**config.mk**
```make
export PLATFORM = sky130hd
export DESIGN_NAME = inference_sequencer
export DESIGN_NICKNAME = d
export VERILOG_FILES = /design/src/rtl/inference_pkg.sv /design/src/rtl/inference_sequencer_watchdog.sv /design/src/rtl/inference_sequencer.sv
export SDC_FILE = /design/constraint.sdc
export NUM_CORES = 1
export LEC_CHECK = 0
export CORE_MARGIN = 5
export CORE_UTILIZATION = 25
export DETAILED_ROUTE_END_ITERATION = 16
export SETUP_SLACK_MARGIN = 0.05
export SLEW_MARGIN = 15
export SYNTH_ARGS = -nofsm -noshare
export SYNTH_HDL_FRONTEND = slang
export SYNTH_SLANG_ARGS = --single-unit
```
**constraint.sdc**
```tcl
create_clock -name clk -period 2.3 [get_ports clk]
set_input_delay 0.23 -clock clk [delete_from_list [all_inputs] [get_ports clk]]
set_output_delay 0.23 -clock clk [all_outputs]
set_load 0.02 [all_outputs]
```
**src/rtl/inference_pkg.sv**
```systemverilog
// Shared definitions for the inference sequencer: FSM state encoding,
// class width and the default layer watchdog limit.
package inference_pkg;

  typedef enum logic [1:0] {
    IDLE    = 2'd0,
    L1_WAIT = 2'd1,
    L2_WAIT = 2'd2,
    DONE    = 2'd3
  } seq_state_e;

  localparam int unsigned CLASS_W                = 4;
  localparam int unsigned TIMEOUT_CYCLES_DEFAULT = 4096;
  // Wide enough for the largest legal timeout (65535).
  localparam int unsigned WD_CNT_W               = 16;

  // True for the two states that wait on a layer's done pulse.
  function automatic logic is_wait_state(input seq_state_e s);
    return (s == L1_WAIT) || (s == L2_WAIT);
  endfunction

endpackage

```
**src/rtl/inference_sequencer_watchdog.sv**
```systemverilog
// seq_watchdog: cycle counter for one layer wait state. It is cleared on
// entry to a wait state, counts while enabled, and raises expire during the
// last allowed cycle (the TIMEOUT_CYCLES-th cycle spent waiting).
// Only instantiated when INFERENCE_SEQ_WATCHDOG_EN is defined.
module seq_watchdog
  import inference_pkg::*;
#(
  parameter int unsigned TIMEOUT_CYCLES = TIMEOUT_CYCLES_DEFAULT
) (
  input  logic clk,
  input  logic rst_n,
  input  logic clear,
  input  logic enable,
  output logic expire
);

  localparam logic [WD_CNT_W-1:0] LIMIT   = WD_CNT_W'(TIMEOUT_CYCLES - 1);
  localparam logic [WD_CNT_W-1:0] CNT_ONE = {{(WD_CNT_W-1){1'b0}}, 1'b1};

  logic [WD_CNT_W-1:0] cnt_q;
  logic [WD_CNT_W-1:0] cnt_d;

  // Next count: restart on entry, advance while waiting, hold at the limit.
  always_comb begin
    cnt_d = cnt_q;
    if (clear) begin
      cnt_d = {WD_CNT_W{1'b0}};
    end else if (enable && (cnt_q != LIMIT)) begin
      cnt_d = cnt_q + CNT_ONE;
    end else begin
      cnt_d = cnt_q;
    end
  end

  // Count register.
  always_ff @(posedge clk or negedge rst_n) begin
    if (!rst_n) begin
      cnt_q <= {WD_CNT_W{1'b0}};
    end else begin
      cnt_q <= cnt_d;
    end
  end

  // Depends only on registered state, so it cannot loop back through clear.
  assign expire = enable && (cnt_q == LIMIT);

endmodule

```
**src/rtl/inference_sequencer.sv**
```systemverilog
// inference_sequencer: sequences image loader -> Layer 1 -> Layer 2, registers
// the classified digit, queues one image that arrives mid-inference and counts
// dropped images. Defining INFERENCE_SEQ_WATCHDOG_EN adds a per-wait-state
// watchdog that aborts a layer which never signals done.
// Every output is driven straight from a flop.
module inference_sequencer
  import inference_pkg::*;
#(
  parameter int unsigned TIMEOUT_CYCLES = TIMEOUT_CYCLES_DEFAULT,
  parameter int unsigned DROP_W         = 8
) (
  input  logic               clk,
  input  logic               rst_n,
  input  logic               img_ready,
  output logic               l1_start,
  input  logic               l1_done,
  output logic               l2_start,
  input  logic               l2_done,
  input  logic [CLASS_W-1:0] l2_class,
  output logic [CLASS_W-1:0] result,
  output logic               result_valid,
  output logic               busy,
  output logic               pending,
  output logic               overrun,
  output logic [DROP_W-1:0]  drop_cnt,
  output logic               error
);

  // DROP_W is expected to be at least 2.
  localparam logic [DROP_W-1:0] DROP_MAX = {DROP_W{1'b1}};
  localparam logic [DROP_W-1:0] DROP_ONE = {{(DROP_W-1){1'b0}}, 1'b1};

  seq_state_e         state_q, state_d;
  logic               l1_start_q, l1_start_d;
  logic               l2_start_q, l2_start_d;
  logic [CLASS_W-1:0] result_q, result_d;
  logic               result_valid_q, result_valid_d;
  logic               busy_q, busy_d;
  logic               pending_q, pending_d;
  logic               overrun_q, overrun_d;
  logic [DROP_W-1:0]  drop_cnt_q, drop_cnt_d;
  logic               error_q, error_d;
  logic               wd_expire;

`ifdef INFERENCE_SEQ_WATCHDOG_EN
  logic wd_clear;
  logic wd_enable;

  assign wd_enable = is_wait_state(state_q);
  assign wd_clear  = (state_d != state_q) && is_wait_state(state_d);

  seq_watchdog #(
    .TIMEOUT_CYCLES (TIMEOUT_CYCLES)
  ) u_seq_watchdog (
    .clk    (clk),
    .rst_n  (rst_n),
    .clear  (wd_clear),
    .enable (wd_enable),
    .expire (wd_expire)
  );
`else
  assign wd_expire = 1'b0;
`endif

  // Next state, queue bookkeeping and the registered values of every output.
  always_comb begin
    state_d    = state_q;
    result_d   = result_q;
    pending_d  = pending_q;
    drop_cnt_d = drop_cnt_q;
    overrun_d  = 1'b0;
    error_d    = 1'b0;

    case (state_q)
      IDLE: begin
        // A fresh pulse and a queued image both refer to the same x buffer.
        if (img_ready || pending_q) begin
          state_d   = L1_WAIT;
          pending_d = 1'b0;
        end else begin
          state_d = IDLE;
        end
      end
      L1_WAIT: begin
        // A done pulse wins over a simultaneous timeout; l2_done is ignored.
        if (l1_done) begin
          state_d = L2_WAIT;
        end else if (wd_expire) begin
          state_d = IDLE;
          error_d = 1'b1;
        end else begin
          state_d = L1_WAIT;
        end
      end
      L2_WAIT: begin
        if (l2_done) begin
          state_d  = DONE;
          result_d = l2_class;
        end else if (wd_expire) begin
          state_d = IDLE;
          error_d = 1'b1;
        end else begin
          state_d = L2_WAIT;
        end
      end
      DONE: begin
        state_d = IDLE;
      end
      default: begin
        state_d = IDLE;
      end
    endcase

    // Images arriving outside IDLE: queue one, drop (and count) the rest.
    if (img_ready && (state_q != IDLE)) begin
      if (!pending_q) begin
        pending_d = 1'b1;
      end else begin
        overrun_d = 1'b1;
        if (drop_cnt_q != DROP_MAX) begin
          drop_cnt_d = drop_cnt_q + DROP_ONE;
        end else begin
          drop_cnt_d = drop_cnt_q;
        end
      end
    end else begin
      overrun_d = 1'b0;
    end

    // Pulses fire in the first cycle of the state they announce.
    l1_start_d     = (state_q == IDLE)    && (state_d == L1_WAIT);
    l2_start_d     = (state_q == L1_WAIT) && (state_d == L2_WAIT);
    result_valid_d = (state_d == DONE);
    busy_d         = (state_d != IDLE);
  end

  // State and output registers; reset clears everything asynchronously.
  always_ff @(posedge clk or negedge rst_n) begin
    if (!rst_n) begin
      state_q        <= IDLE;
      l1_start_q     <= 1'b0;
      l2_start_q     <= 1'b0;
      result_q       <= {CLASS_W{1'b0}};
      result_valid_q <= 1'b0;
      busy_q         <= 1'b0;
      pending_q      <= 1'b0;
      overrun_q      <= 1'b0;
      drop_cnt_q     <= {DROP_W{1'b0}};
      error_q        <= 1'b0;
    end else begin
      state_q        <= state_d;
      l1_start_q     <= l1_start_d;
      l2_start_q     <= l2_start_d;
      result_q       <= result_d;
      result_valid_q <= result_valid_d;
      busy_q         <= busy_d;
      pending_q      <= pending_d;
      overrun_q      <= overrun_d;
      drop_cnt_q     <= drop_cnt_d;
      error_q        <= error_d;
    end
  end

  assign l1_start     = l1_start_q;
  assign l2_start     = l2_start_q;
  assign result       = result_q;
  assign result_valid = result_valid_q;
  assign busy         = busy_q;
  assign pending      = pending_q;
  assign overrun      = overrun_q;
  assign drop_cnt     = drop_cnt_q;
  assign error        = error_q;

endmodule

```
==> impl_metrics.tcl, run 1 <==
set metrics [dict create \
    syn-mean-instance-area_sq_um 12.5 \
    die_area_sq_um 4780 \
    fmax_mhz 613 \
    yosysWarnings 0 \
    max_stage_delay_ns 0.65 \
    cts_setup_buffers 0 \
    path_clk_slew_ns 0.11 \
    powerDensity_nw_per_um2 1220 \
    drive_gt1_share_pct 19.0 \
    cp-end-kind "output pin" \
    holdBufCountCts 0 \
    wl_per_cell_microns 11.6 \
    cts.repair.resized 0 \
    clk_latency_ns 0.29 \
    dp.cells 142 \
    arrival_ns 1.40 \
    r2r-end "drop_cnt[6]$_DFFE_PN0P_" \
    crit_required_ns 2.07 \
    hpwl_mm 1.32 \
    nets 111 \
    rrSetupSlack_ns 0.70 \
    synth.distinct_cells 30 \
    fillerInstances 368 \
    dieWidth_microns 69.1 \
    syn2layout_area_growth_pct 40.5 \
    num_antenna_cells 0 \
    crit_family "buffers and inverters" \
    start_util_pct 26.0 \
    fin_crit_sh_pct 70.9 \
    grt_pass1_vias 713 \
    cp_max_fo 4 \
    ys_async_sr_fraction_pct 100 \
    finalMaxSlewViolations 0 \
    p_leak_uw 0.000519 \
    seq_area_frac_synth_pct 57.2 \
    drt-initial-drc-count 10 \
    status "finished, final reports clean" \
    cts.sinks 20 \
    finClkSkew_ns 0.000327 \
    grt_first_pass_wirelength_mm 3.08 \
    reg2reg_from "drop_cnt[0]$_DFFE_PN0P_" \
    fin_cells 146 \
    synth_edf_count 0 \
    slowest_stage "clkdlybuf4s50_1" \
    r2r_cells 4 \
    yosysTopAreaCellShare_pct 57.2 \
    rows 21 \
    port_buffers 26 \
    setup_tns_ns 0 \
    final_cell_mix "26 x clkdlybuf4s50_1, 20 x dfrtp_1, 6 x mux2_2" \
    synth.area.top_cells "dfrtp_1 57%, mux2_2 7.7%, mux2_1 2.6%" \
    max_cap_violations 0 \
    cts-root-buf "clkbuf_4" \
    synthFlopType "dfrtp_1" \
    hold_path.class "input port to asynchronous set/reset pin" \
    drt_first_pass_iters 3 \
    ys_ff_latch 20 \
    gp_congestion 0.801 \
    startpoint_type "flip-flop" \
    coreArea_sq_um 3360 \
    drt_wl_total_mm 1.69 \
    drtAntennaViolNets 0 \
    cts_tree "yes" \
    synth_area_sq_um 875 \
    gr-total-overflow 0 \
    antenna_found_initial 0 \
    dr_total_vias 643 \
    cts_buffer_depth 2 \
    die_y_microns 69.1 \
    rsz0062_at_grt "false" \
    syn-instance-count 70 \
    min_period_ns 1.63 \
    path_cells "clkdlybuf4s50_1" \
    synth_nets 80 \
    htreeDepth 1 \
    synth_top_area_cell "dfrtp_1" \
    layout_commonest_cell "clkdlybuf4s50_1" \
    drt-vias-per-instance 4.40 \
    numCtsBuffers 3 \
    boundaryPins 28 \
    finalHoldViolations 0 \
    worstSetupPathType "flip-flop to output pin" \
    irDropWorstVdd_mv 0.531 \
    grt_max_degree 21 \
    drc 0 \
    critPathBufInv 1 \
    finalSetupViolations 0 \
    grt_use_total_pct 7.55 \
]
[per-stage QoR]
step | total power (uW) | hold slack, ns | util [%] | cell area, sq um | worst slack, ns
5_1_grt | 1620 | 0.271 | 36.5 | 1230 | 0.535
3_5_place_dp | 1320 | 0.501 | 35.5 | 1190 | 0.585
4_1_cts | 1530 | 0.272 | 36.5 | 1230 | 0.636
2_1_floorplan | 996 | -0.0656 | - | 875 | 0.676
6_report | 1500 | 0.267 | 36.5 | 1230 | 0.669
3_3_place_gp | 1310 | 0.491 | 35.5 | 1190 | 0.623
[kinds of logic (layout without fill, tap and decap cells)]
logic type               after synthesis  in the layout  synth area share (%)
flip-flops                            20             20                  57.2
AND/OR/NAND/NOR                       19             19                  12.9
AO/OA/AOI/OAI                         13             13                  12.7
multiplexers                           8              8                  10.3
buffers and inverters                  6             36                  3.00
XOR/XNOR                               2              2                  2.00
adder cells (fa/ha/maj)                1              1                  1.43
other                                  1              1                 0.429
[layer usage]
layer / vias to the layer above / global-route usage [%] / part of all wire, %
met5: - / 0 / 0
met4: 0 / 1.95 / 0
met3: 0 / 2.91 / 8.0
met2: 20 / 13.2 / 48
met1: 316 / 8.50 / 44
li1: 307 / - / -
[synth_stat cells, types with 2 or more instances]
library cell,instances
dfrtp_1,20
o21ai_0,3
nand3_1,2
a21boi_0,2
inv_1,4
mux2_1,2
nand2_1,5
mux2_2,6
nor2_1,5
[final cells by class]
type                    instances  area (sq um)  area share (%)
multi-input cells              44           348            28.3
clock buffers                   4          36.3            2.95
flip-flops and latches         20           500            40.7
inverters                       5          18.8            1.53
well taps                      46          57.6            4.68
repair buffers                 27           268            21.8
[where the power goes]
part	internal (uW)	switching (uW)	total, uW
registers	486	137	623
clock network	96.4	107	204
logic	339	334	673
total	922	579	1500
[worst max-delay path by stage]
| stage | cells after the start | start | slack, ns | endpoint |
|---|---|---|---|---|
| after floorplan | 4 | drop_cnt[0]$_DFFE_PN0P_ | 0.68 | drop_cnt[6]$_DFFE_PN0P_ |
| after global placement | 4 | img_ready | 0.62 | drop_cnt[7]$_DFFE_PN0P_ |
| after detailed placement | 4 | img_ready | 0.58 | drop_cnt[7]$_DFFE_PN0P_ |
| after CTS | 1 | drop_cnt[0]$_DFFE_PN0P_ | 0.64 | drop_cnt[0] |
| after global routing | 4 | drop_cnt[0]$_DFFE_PN0P_ | 0.54 | drop_cnt[6]$_DFFE_PN0P_ |
| final | 1 | drop_cnt[0]$_DFFE_PN0P_ | 0.67 | drop_cnt[0] |
[sequential cells by signal, summed over array words and instances (netlist names)]
name and flops:
state_q 2, l2_start 1, busy 1, drop_cnt 8, overrun 1, l1_start 1
result 4, result_valid 1, pending 1
No activity file was read; power rests on OpenSTA's default activity.
==> inputs of run 2 (changes only) <==
==> constraint.sdc (replaced) <==
create_clock -name clk -period 1.6 [get_ports clk]
set_input_delay 0.16 -clock clk [delete_from_list [all_inputs] [get_ports clk]]
set_output_delay 0.16 -clock clk [all_outputs]
set_load 0.02 [all_outputs]
==> impl_metrics.tcl, run 2 (synthesis gave the netlist of run 1 again) <==
set metrics [dict create \
    status "finished, final reports clean" \
    gr-total-overflow 0 \
    fin_crit_sh_pct 93.2 \
    drive_gt1_share_pct 26.0 \
    cts_setup_buffers 0 \
    wl_per_cell_microns 11.4 \
    critPathBufInv 1 \
    port_buffers 26 \
    max_stage_delay_ns 0.61 \
    setup_tns_ns 0 \
    hpwl_mm 1.36 \
    crit_required_ns 1.44 \
    dieWidth_microns 69.1 \
    rsz0062_at_grt "false" \
    cts.sinks 20 \
    drt-vias-per-instance 4.23 \
    largest_reg_flops 8 \
    die_y_microns 69.1 \
    cp-end-kind "output pin" \
    holdBufCountCts 0 \
    hold_ws_ns 0.181 \
    irDropWorstVdd_mv 0.762 \
    syn2layout_area_growth_pct 44.2 \
    antenna_found_initial 0 \
    hold_path.class "input port to asynchronous set/reset pin" \
    cp_max_fo 4 \
    numCtsBuffers 3 \
    htreeDepth 1 \
    drt_wl_total_mm 1.72 \
    path_clk_slew_ns 0.11 \
    num_antenna_cells 0 \
    layout.core_utilization_pct 37.5 \
    p_clk_share_pct 13.4 \
    gp_congestion 0.787 \
    cts_tree "yes" \
    slowest_stage "clkdlybuf4s50_1" \
    clk_latency_ns 0.30 \
    sw_frac_of_total_pct 39.1 \
    grt_use_total_pct 7.52 \
    dr_total_vias 635 \
    intPower_uw 1330 \
    powerDensity_nw_per_um2 1740 \
    die_area_sq_um 4780 \
    nets 115 \
    max_cap_violations 0 \
    coreArea_sq_um 3360 \
    finalSetupViolations 0 \
    drtAntennaViolNets 0 \
    cts_buffer_depth 2 \
    path_cells "clkdlybuf4s50_1" \
    p_total_uw 2190 \
    finalMaxSlewViolations 0 \
    fmax_mhz 670 \
    grt_first_pass_wirelength_mm 3.02 \
    fin_cells 150 \
    start_util_pct 26.0 \
    grt_max_degree 21 \
    crit_family "buffers and inverters" \
    drc 0 \
    rows 21 \
    drt-initial-drc-count 21 \
    p_leak_uw 0.000563 \
    final_cell_mix "18 x dfrtp_1, 18 x clkdlybuf4s50_1, 8 x dlygate4sd2_1" \
    finClkSkew_ns 0.00239 \
    min_period_ns 1.49 \
    grt_pass1_vias 681 \
    arrival_ns 1.33 \
    worstSetupPathType "flip-flop to output pin" \
    boundaryPins 28 \
    startpoint_type "flip-flop" \
    switchingPower_uw 855 \
    power.share.sequential_pct 40.6 \
    drt_first_pass_iters 2 \
    cts-root-buf "clkbuf_4" \
    finalHoldViolations 0 \
    dp.cells 146 \
    power_frac_comb_pct 46.1 \
]
run 2: changes by cell type in the layout (fill, tap and decap cells not counted), moves of 2 or more:
cell             delta
buf_4               +4
clkdlybuf4s50_1     -8
dfrtp_1             -2
dfrtp_2             +2
dlygate4sd2_1       +8
run 2: path summary, 6_finish.rpt:
check	from	slack, ns	cells past startpoint	to
setup / recovery	drop_cnt[1]$_DFFE_PN0P_	0.11	1	drop_cnt[1]
hold / removal	rst_n	0.18	2	state_q[1]$_DFF_PN0_
setup reg to reg	state_q[1]$_DFF_PN0_	0.15	5	drop_cnt[1]$_DFFE_PN0P_
hold reg to reg	result[0]$_DFFE_PN0P_	0.52	1	result[0]$_DFFE_PN0P_
max in group asynchronous	rst_n	1.19	2	drop_cnt[0]$_DFFE_PN0P_
min in group clk	l2_class[3]	0.47	2	result[3]$_DFFE_PN0P_
run 2: metal layers:
metal  routed length, microns  vias to the layer above  global-route usage, %  part of all wire (%)
met5                        0                        -                      0                     0
met2                      891                       19                   13.2                    52
met4                        0                        0                   2.60                     0
met1                      659                      304                   7.81                    38
li1                         -                      312                      -                     -
met3                      165                        0                   3.49                   9.6
run 2: layout make-up:
cell class	instances	area, sq um
Fill cell	367	2100
Sequential cell	20	503
Multi-Input combinational cell	44	358
Timing Repair Buffer	31	288
Tap cell	46	57.6
Clock buffer	4	36.3
Inverter	5	18.8
run 2: timing repair:
item,in CTS,in global routing
endpoints found under the setup margin,8,1
gates cloned,0,0
gates resized for setup,8,2
run 2: power by group through the flow:
| stage | registers [uW] | clock network [uW] | logic [uW] |
|---|---|---|---|
| 5_1_grt | 917 | 325 | 1100 |
| 6_report | 888 | 293 | 1010 |
| 3_3_place_gp | 897 | 0 | 1050 |
| 3_5_place_dp | 898 | 0 | 1060 |
| 2_1_floorplan | 1100 | 0 | 335 |
| 4_1_cts | 888 | 312 | 1020 |
run 2: per-stage QoR:
stage	instance area, sq um	setup slack, ns
2_1_floorplan	877	0.0731
3_3_place_gp	1220	0.0348
3_5_place_dp	1220	0.00436
4_1_cts	1250	0.0808
5_1_grt	1260	0.0605
6_report	1260	0.108
